### src/rtl/simple_alu_pkg.sv
// Shared constants and opcode encoding for the simple_alu datapath.
package simple_alu_pkg;

    localparam int WIDTH = 4;

    typedef enum logic [1:0] {
        OP_ADD   = 2'd0,
        OP_SUB   = 2'd1,
        OP_PASSA = 2'd2,
        OP_PASSB = 2'd3
    } opcode_e;

endpackage : simple_alu_pkg

### src/rtl/simple_alu_addsub.sv
// WIDTH-bit adder/subtractor: sub=1 computes a - b as a + ~b + 1, carry/borrow dropped.
module simple_alu_addsub #(
    parameter int WIDTH = simple_alu_pkg::WIDTH
) (
    input  logic [WIDTH-1:0] a_i,
    input  logic [WIDTH-1:0] b_i,
    input  logic             sub,
    output logic [WIDTH-1:0] result_o
);

    logic [WIDTH-1:0] b_eff;
    logic [WIDTH-1:0] carry_in;

    assign b_eff    = sub ? ~b_i : b_i;
    assign carry_in = {{(WIDTH-1){1'b0}}, sub};
    assign result_o = a_i + b_eff + carry_in;

endmodule : simple_alu_addsub

### src/rtl/simple_alu.sv
// 4-function ALU (add, sub, pass A, pass B); purely combinational, clock/reset present for port uniformity.
module simple_alu
    import simple_alu_pkg::*;
#(
    parameter int WIDTH = simple_alu_pkg::WIDTH
) (
    input  logic             clock,
    input  logic             reset,
    input  logic [1:0]       io_opcode,
    input  logic [WIDTH-1:0] io_a,
    input  logic [WIDTH-1:0] io_b,
    output logic [WIDTH-1:0] io_out
);

    opcode_e          op;
    logic [WIDTH-1:0] addsub_result;
    logic             unused_clock_reset;

    // No state lives here; clock and reset are deliberately left unconnected to logic.
    assign unused_clock_reset = clock | reset;

    assign op = opcode_e'(io_opcode);

    simple_alu_addsub #(
        .WIDTH(WIDTH)
    ) u_addsub (
        .a_i      (io_a),
        .b_i      (io_b),
        .sub      (op == OP_SUB),
        .result_o (addsub_result)
    );

    always_comb begin
        io_out = io_b;
        case (op)
            OP_ADD,
            OP_SUB:   io_out = addsub_result;
            OP_PASSA: io_out = io_a;
            default:  io_out = io_b;
        endcase
    end

endmodule : simple_alu

### config.mk
export PLATFORM = sky130hd
export DESIGN_NAME = simple_alu
export DESIGN_NICKNAME = d
export VERILOG_FILES = /design/src/rtl/simple_alu_pkg.sv /design/src/rtl/simple_alu_addsub.sv /design/src/rtl/simple_alu.sv
export SDC_FILE = /design/constraint.sdc
export NUM_CORES = 1
export LEC_CHECK = 0
export CAP_MARGIN = 20
export CELL_PAD_IN_SITES_DETAIL_PLACEMENT = 0
export CELL_PAD_IN_SITES_GLOBAL_PLACEMENT = 1
export CORE_AREA = 8 8 45 47
export DETAILED_ROUTE_END_ITERATION = 10
export DIE_AREA = 0 0 53 55
export PLACE_DENSITY_LB_ADDON = 0.1
export SETUP_SLACK_MARGIN = 0.2
export SLEW_MARGIN = 20
export SYNTH_ARGS = -nofsm -noshare
export SYNTH_HDL_FRONTEND = slang
export SYNTH_SLANG_ARGS = --single-unit
### constraint.sdc
create_clock -name vclk -period 3.3
set_clock_uncertainty 0.15 [all_clocks]
set_input_delay 0.33 -clock vclk [all_inputs]
set_output_delay 0.33 -clock vclk [all_outputs]
set_load 0.03 [all_outputs]
==> flow_summary.json, run 1 <==
{
  "multi_input_area_um2": 350,
  "synth_compound_gate_area_share": 0.238,
  "timing.final.crit_share": 0.904,
  "drtIter0Drc": 4,
  "cp-end-kind": "output pin",
  "rsz0062_at_grt": "false",
  "sequential_element_share_of_the_synthesized_area": 0,
  "synth_top_family_by_area": "simple AND/OR/NAND/NOR gates",
  "synth_area_per_cell_um2": 8.01,
  "leakage_component_of_the_power_nw": 0.231,
  "min_path_cells": 4,
  "via_per_inst": 5.04,
  "critical_path_buf_inv_count": 2,
  "start_util": 0.243,
  "route.final.wire_length_um": 941,
  "global_route.usage.total": 0.0611,
  "floorplan.die.width_um": 53,
  "power_density_mw_per_mm2": 214,
  "setup_viol": 0,
  "final_core_util": 0.392,
  "grt_pass1_wl_mm": 1.46,
  "drt_pre_antenna_iters": 3,
  "cp_max_fo": 2,
  "crit_cells": 9,
  "remaining_drc_errors": 0,
  "via_count": 373,
  "leading_cell_type_by_number_of_instances_after_synthesis": "nor2_1",
  "run_status": "finished, final reports clean",
  "drv_cap": 0,
  "min_path_type": "in -> out",
  "synthDominantAreaCellType": "mux2i_1",
  "layout.nets": 75,
  "io_pins": 16,
  "synth_cell_type_count": 25,
  "placementRows": 14,
  "post_drt_wl_per_cell_um": 12.7,
  "synth_nets": 57,
  "post_synth_fa_ha_maj_area_fraction": 0.134,
  "n_sequential_cell": 0,
  "critical-path-top-delay-family": "simple AND/OR/NAND/NOR gates",
  "grt_max_degree": 12,
  "timing_hold_violations_final": 0,
  "yosys-mux-area-fraction": 0.182,
  "coreArea_mm2": 0.00138,
  "timing.fmax_mhz": 335,
  "layout_min_cycle_time_ns": 2.98,
  "hpwlAfterDp_um": 767,
  "drive_above_1_share": 0.293,
  "yosysWarnings": 0,
  "worst_path_max_delay_cell": "clkdlybuf4s50_1",
  "die_h_um": 55,
  "setup_total_negative_slack_ns": 0,
  "layout_clock_buffers": 0,
  "max_stage_delay_ns": 0.53,
  "seq_area_um2": 0,
  "antenna_violating_nets_post_route": 0,
  "finalMaxSlewViolations": 0,
  "insertedDiodeCount": 0,
  "overflow": 0,
  "synth_top_cells_by_area": "mux2i_1 (15%), a311oi_4 (7.8%), xnor2_1 (7.8%), ha_1 (7.4%), nor2_1 (6.7%)",
  "synthCells": 42,
  "min_from": "io_opcode[1]",
  "die_area_mm2": 0.00292,
  "worstSetupPathType": "in -> out",
  "crit_path_start": "io_b[1]",
  "vdd_ir_drop_max_mv": 0.0744,
  "worst-endpoint-required_ns": 2.82,
  "netlist_top_cells_count": "nor2_1 (6), mux2i_1 (5), nand2_1 (3), xnor2_1 (3)",
  "worst_slew_pin_slew_ns": 0.305,
  "first_global_vias": 341,
  "maxSlewHeadroom": 0.796,
  "yosys.area.top_type_share": 0.149,
  "syn2layout_area_growth_pct": 61.0,
  "timing.critical_path.cells": "clkdlybuf4s50_1 -> xnor2_2 -> ha_2 -> nor3_2 -> a311oi_4 -> or4b_1 -> a31oi_1 -> a211o_1 -> buf_4",
  "timing.critical_path.arrival_ns": 2.50,
  "numPortBuffers": 14,
  "synth_xor_area_frac": 0.104,
  "antenna_found_initial": 0,
  "synth-simple-area-share": 0.286,
  "fill_cells": 149,
  "gp_congestion": 0.762,
  "start_kind": "input port",
  "synth_area_um2": 337
}
## timing repair
action,in CTS,in global routing
endpoints found under the setup margin,1,1
setup buffers,1,0
hold buffers,0,0
pin swaps,2,1
resized for setup,6,2
cloned,0,0
## worst min-delay path, stage by stage
cell            delay [ns]
dlymetal6s2s_1        0.10
buf_4                 0.17
a21oi_1               0.07
buf_4                 0.16
## cell families after synthesis
group           count (synthesis)
fa+ha+maj                       3
compound gates                  9
xor+xnor                        4
simple gates                   17
mux                             6
buf+inv                         3
## metrics by stage
stage | setup slack (ns) | hold WS, ns | total power [mW] | instances | instance area [µm²]
after floorplan | 0.365 | 0.715 | 0.0695 | 42 | 338
after global placement | 0.119 | 1.29 | 0.107 | 73 | 500
after detailed placement | 0.0714 | 1.31 | 0.109 | 73 | 500
after CTS | 0.207 | 1.32 | 0.116 | 74 | 532
after global routing | 0.235 | 1.07 | 0.125 | 74 | 542
final | 0.317 | 1.01 | 0.116 | 74 | 542
## cell type report
type,instances,area share
multi-input combinational,39,0.647
timing repair buffer,19,0.316
tap,16,0.0370
## final timing paths
check / endpoint / slack (ns)
hold / removal: io_out[1] / 1.01
setup / recovery: io_out[3] / 0.32
## layout by cell type, fill, tap and decap left out, types with 2 or more instances in the layout
cell type	count
nand2_1	3
ha_2	2
mux2i_1	5
nor2_1	6
clkdlybuf4s50_1	9
xnor2_2	2
buf_4	8
a21oi_1	2
## layer usage
layer	part of all wire	vias up	global-route usage
li1	-	192	-
met1	0.47	169	0.0802
met2	0.43	12	0.102
met3	0.10	0	0.0187
met4	0	0	0
met5	0	-	0
## report_power, final
| group | leakage, nW | switching [mW] | internal, mW |
|---|---|---|---|
| Sequential | 0 | 0 | 0 |
| Combinational | 0.231 | 0.0571 | 0.0587 |
| Clock | 0 | 0 | 0 |
No activity file was read; power rests on OpenSTA's default activity.
==> inputs of run 2 (changes only) <==
- clock period: 3.3 -> 2.7 ns (I/O delays scaled with it)
==> run 2 against run 1 <==
  * Count of clock-buffer cells in the layout unchanged
  * Cell count increased by 8.1%
  * Flip-flop and latch count is the same
  * Routed wire length up 12%
  * Sequential share of layout area did not move
  * Critical endpoint unchanged
  * Largest cell class unchanged
  * Highest routed layer is now met4
==> flow_summary.json, run 2 (synthesized netlist as in run 1, its figures left out) <==
{
  "vdd_ir_drop_max_mv": 0.122,
  "die_area_mm2": 0.00292,
  "grt_max_degree": 11,
  "timing.critical_path.cells": "buf_6 -> nand2b_4 -> xnor2_4 -> ha_4 -> nor3_4 -> a311oi_4 -> buf_4 -> mux2i_1 -> a31oi_1 -> a211o_1 -> buf_6",
  "antenna_violating_nets_post_route": 0,
  "setup_viol": 0,
  "min_path_type": "in -> out",
  "numPortBuffers": 14,
  "timing.critical_path.arrival_ns": 2.15,
  "leakage_component_of_the_power_nw": 0.266,
  "n_sequential_cell": 0,
  "io_pins": 16,
  "antenna_found_initial": 0,
  "path_common_cell": "buf_6",
  "placementRows": 14,
  "drt_pre_antenna_iters": 3,
  "cp_max_fo": 3,
  "first_global_vias": 382,
  "via_per_inst": 4.90,
  "die_h_um": 55,
  "layout.nets": 81,
  "via_count": 392,
  "finalMaxSlewViolations": 0,
  "crit_cells": 11,
  "drive_above_1_share": 0.453,
  "drtIter0Drc": 3,
  "start_util": 0.243,
  "remaining_drc_errors": 0,
  "route.final.wire_length_mm": 1.06,
  "holdWs_ns": 0.842,
  "layout_clock_buffers": 0,
  "crit_path_start": "io_opcode[1]",
  "insertedDiodeCount": 0,
  "placement.setup.worst_slack_ns": -0.319,
  "fill_cells": 127,
  "timing_hold_violations_final": 0,
  "seq_area_um2": 0,
  "gp_congestion": 0.740,
  "worst_slew_pin_slew_ns": 0.305,
  "run_status": "finished, final reports clean",
  "layout_min_cycle_time_ns": 2.57,
  "hpwlAfterDp_um": 795,
  "worstSetupPathType": "in -> out",
  "worst_setup_path_end": "io_out[3]",
  "worst_path_max_delay_cell": "ha_4",
  "timing.final.crit_share": 0.953,
  "coreArea_mm2": 0.00138,
  "p_total_uw": 173,
  "drv_cap": 0,
  "syn2layout_area_growth_pct": 87.4,
  "floorplan.die.width_um": 53,
  "critical_path_buf_inv_count": 3,
  "timing.fmax_mhz": 389,
  "global_route.usage.total": 0.0716,
  "timing.final.ws_setup_ns": 0.127,
  "most_frequent_cells_in_the_layout": "buf_4 (13), mux2i_1 (5), nor2_1 (4), clkdlybuf4s50_1 (4)",
  "rsz0062_at_grt": "true",
  "power_density_mw_per_mm2": 274,
  "overflow": 0,
  "hold_buffers": 0,
  "maxSlewHeadroom": 0.796,
  "min_from": "io_opcode[1]",
  "critical-path-top-delay-family": "compound AO/OA/AOI/OAI gates",
  "worst-endpoint-required_ns": 2.28,
  "cp-end-kind": "output pin",
  "grt_pass1_wl_mm": 1.68,
  "post_drt_wl_per_cell_um": 13.2,
  "final_common_cell": "buf_4",
  "max_stage_delay_ns": 0.29,
  "start_kind": "input port"
}
[run 2: timing repair]
item | CTS | global route
setup buffers | 3 | 0
setup endpoints to repair | 4 | 1
resized for setup | 26 | 3
pin swaps | 11 | 5
cloned | 0 | 0
[run 2: area by class of cell]
cell class | instances | area, µm² | area share
repair buffers | 25 | 201 | 0.319
multi-input cells | 39 | 409 | 0.649
well taps | 16 | 20.0 | 0.0317
[run 2: worst min path at each step]
stage,endpoint,slack [ns],cells past startpoint
after floorplan,io_out[0],0.59,2
after global placement,io_out[2],1.17,4
after detailed placement,io_out[2],1.18,4
after CTS,io_out[1],0.85,4
after global routing,io_out[1],0.87,4
final,io_out[1],0.84,4
[run 2: report_power, final]
| group | total (mW) | internal, mW | switching, mW |
|---|---|---|---|
| Sequential | 0 | 0 | 0 |
| Clock | 0 | 0 | 0 |
| Combinational | 0.173 | 0.0910 | 0.0819 |
[run 2: metrics by stage]
| stage | utilization | std cells | instance area (µm²) | TNS, ns |
|---|---|---|---|---|
| 3_3_place_gp | 0.398 | 77 | 551 | -0.287 |
| 4_1_cts | 0.462 | 80 | 639 | 0 |
| 3_5_place_dp | 0.398 | 77 | 551 | -0.319 |
| 2_1_floorplan | - | 42 | 367 | 0 |
| 5_1_grt | 0.456 | 80 | 631 | 0 |
| 6_report | 0.456 | 80 | 631 | 0 |
[run 2: routing by layer]
| layer | vias up | global-route usage | part of all wire |
|---|---|---|---|
| met5 | - | 0 | 0 |
| met2 | 14 | 0.115 | 0.47 |
| met1 | 175 | 0.0974 | 0.44 |
| li1 | 201 | - | - |
| met4 | 0 | 0.0129 | 0.013 |
| met3 | 2 | 0.0134 | 0.075 |
==> inputs of run 3 (changes only) <==
- TNS_END_PERCENT: not set -> 100
==> results of run 3 <==
Final layout, timing and power as in run 2 (identical DEF).
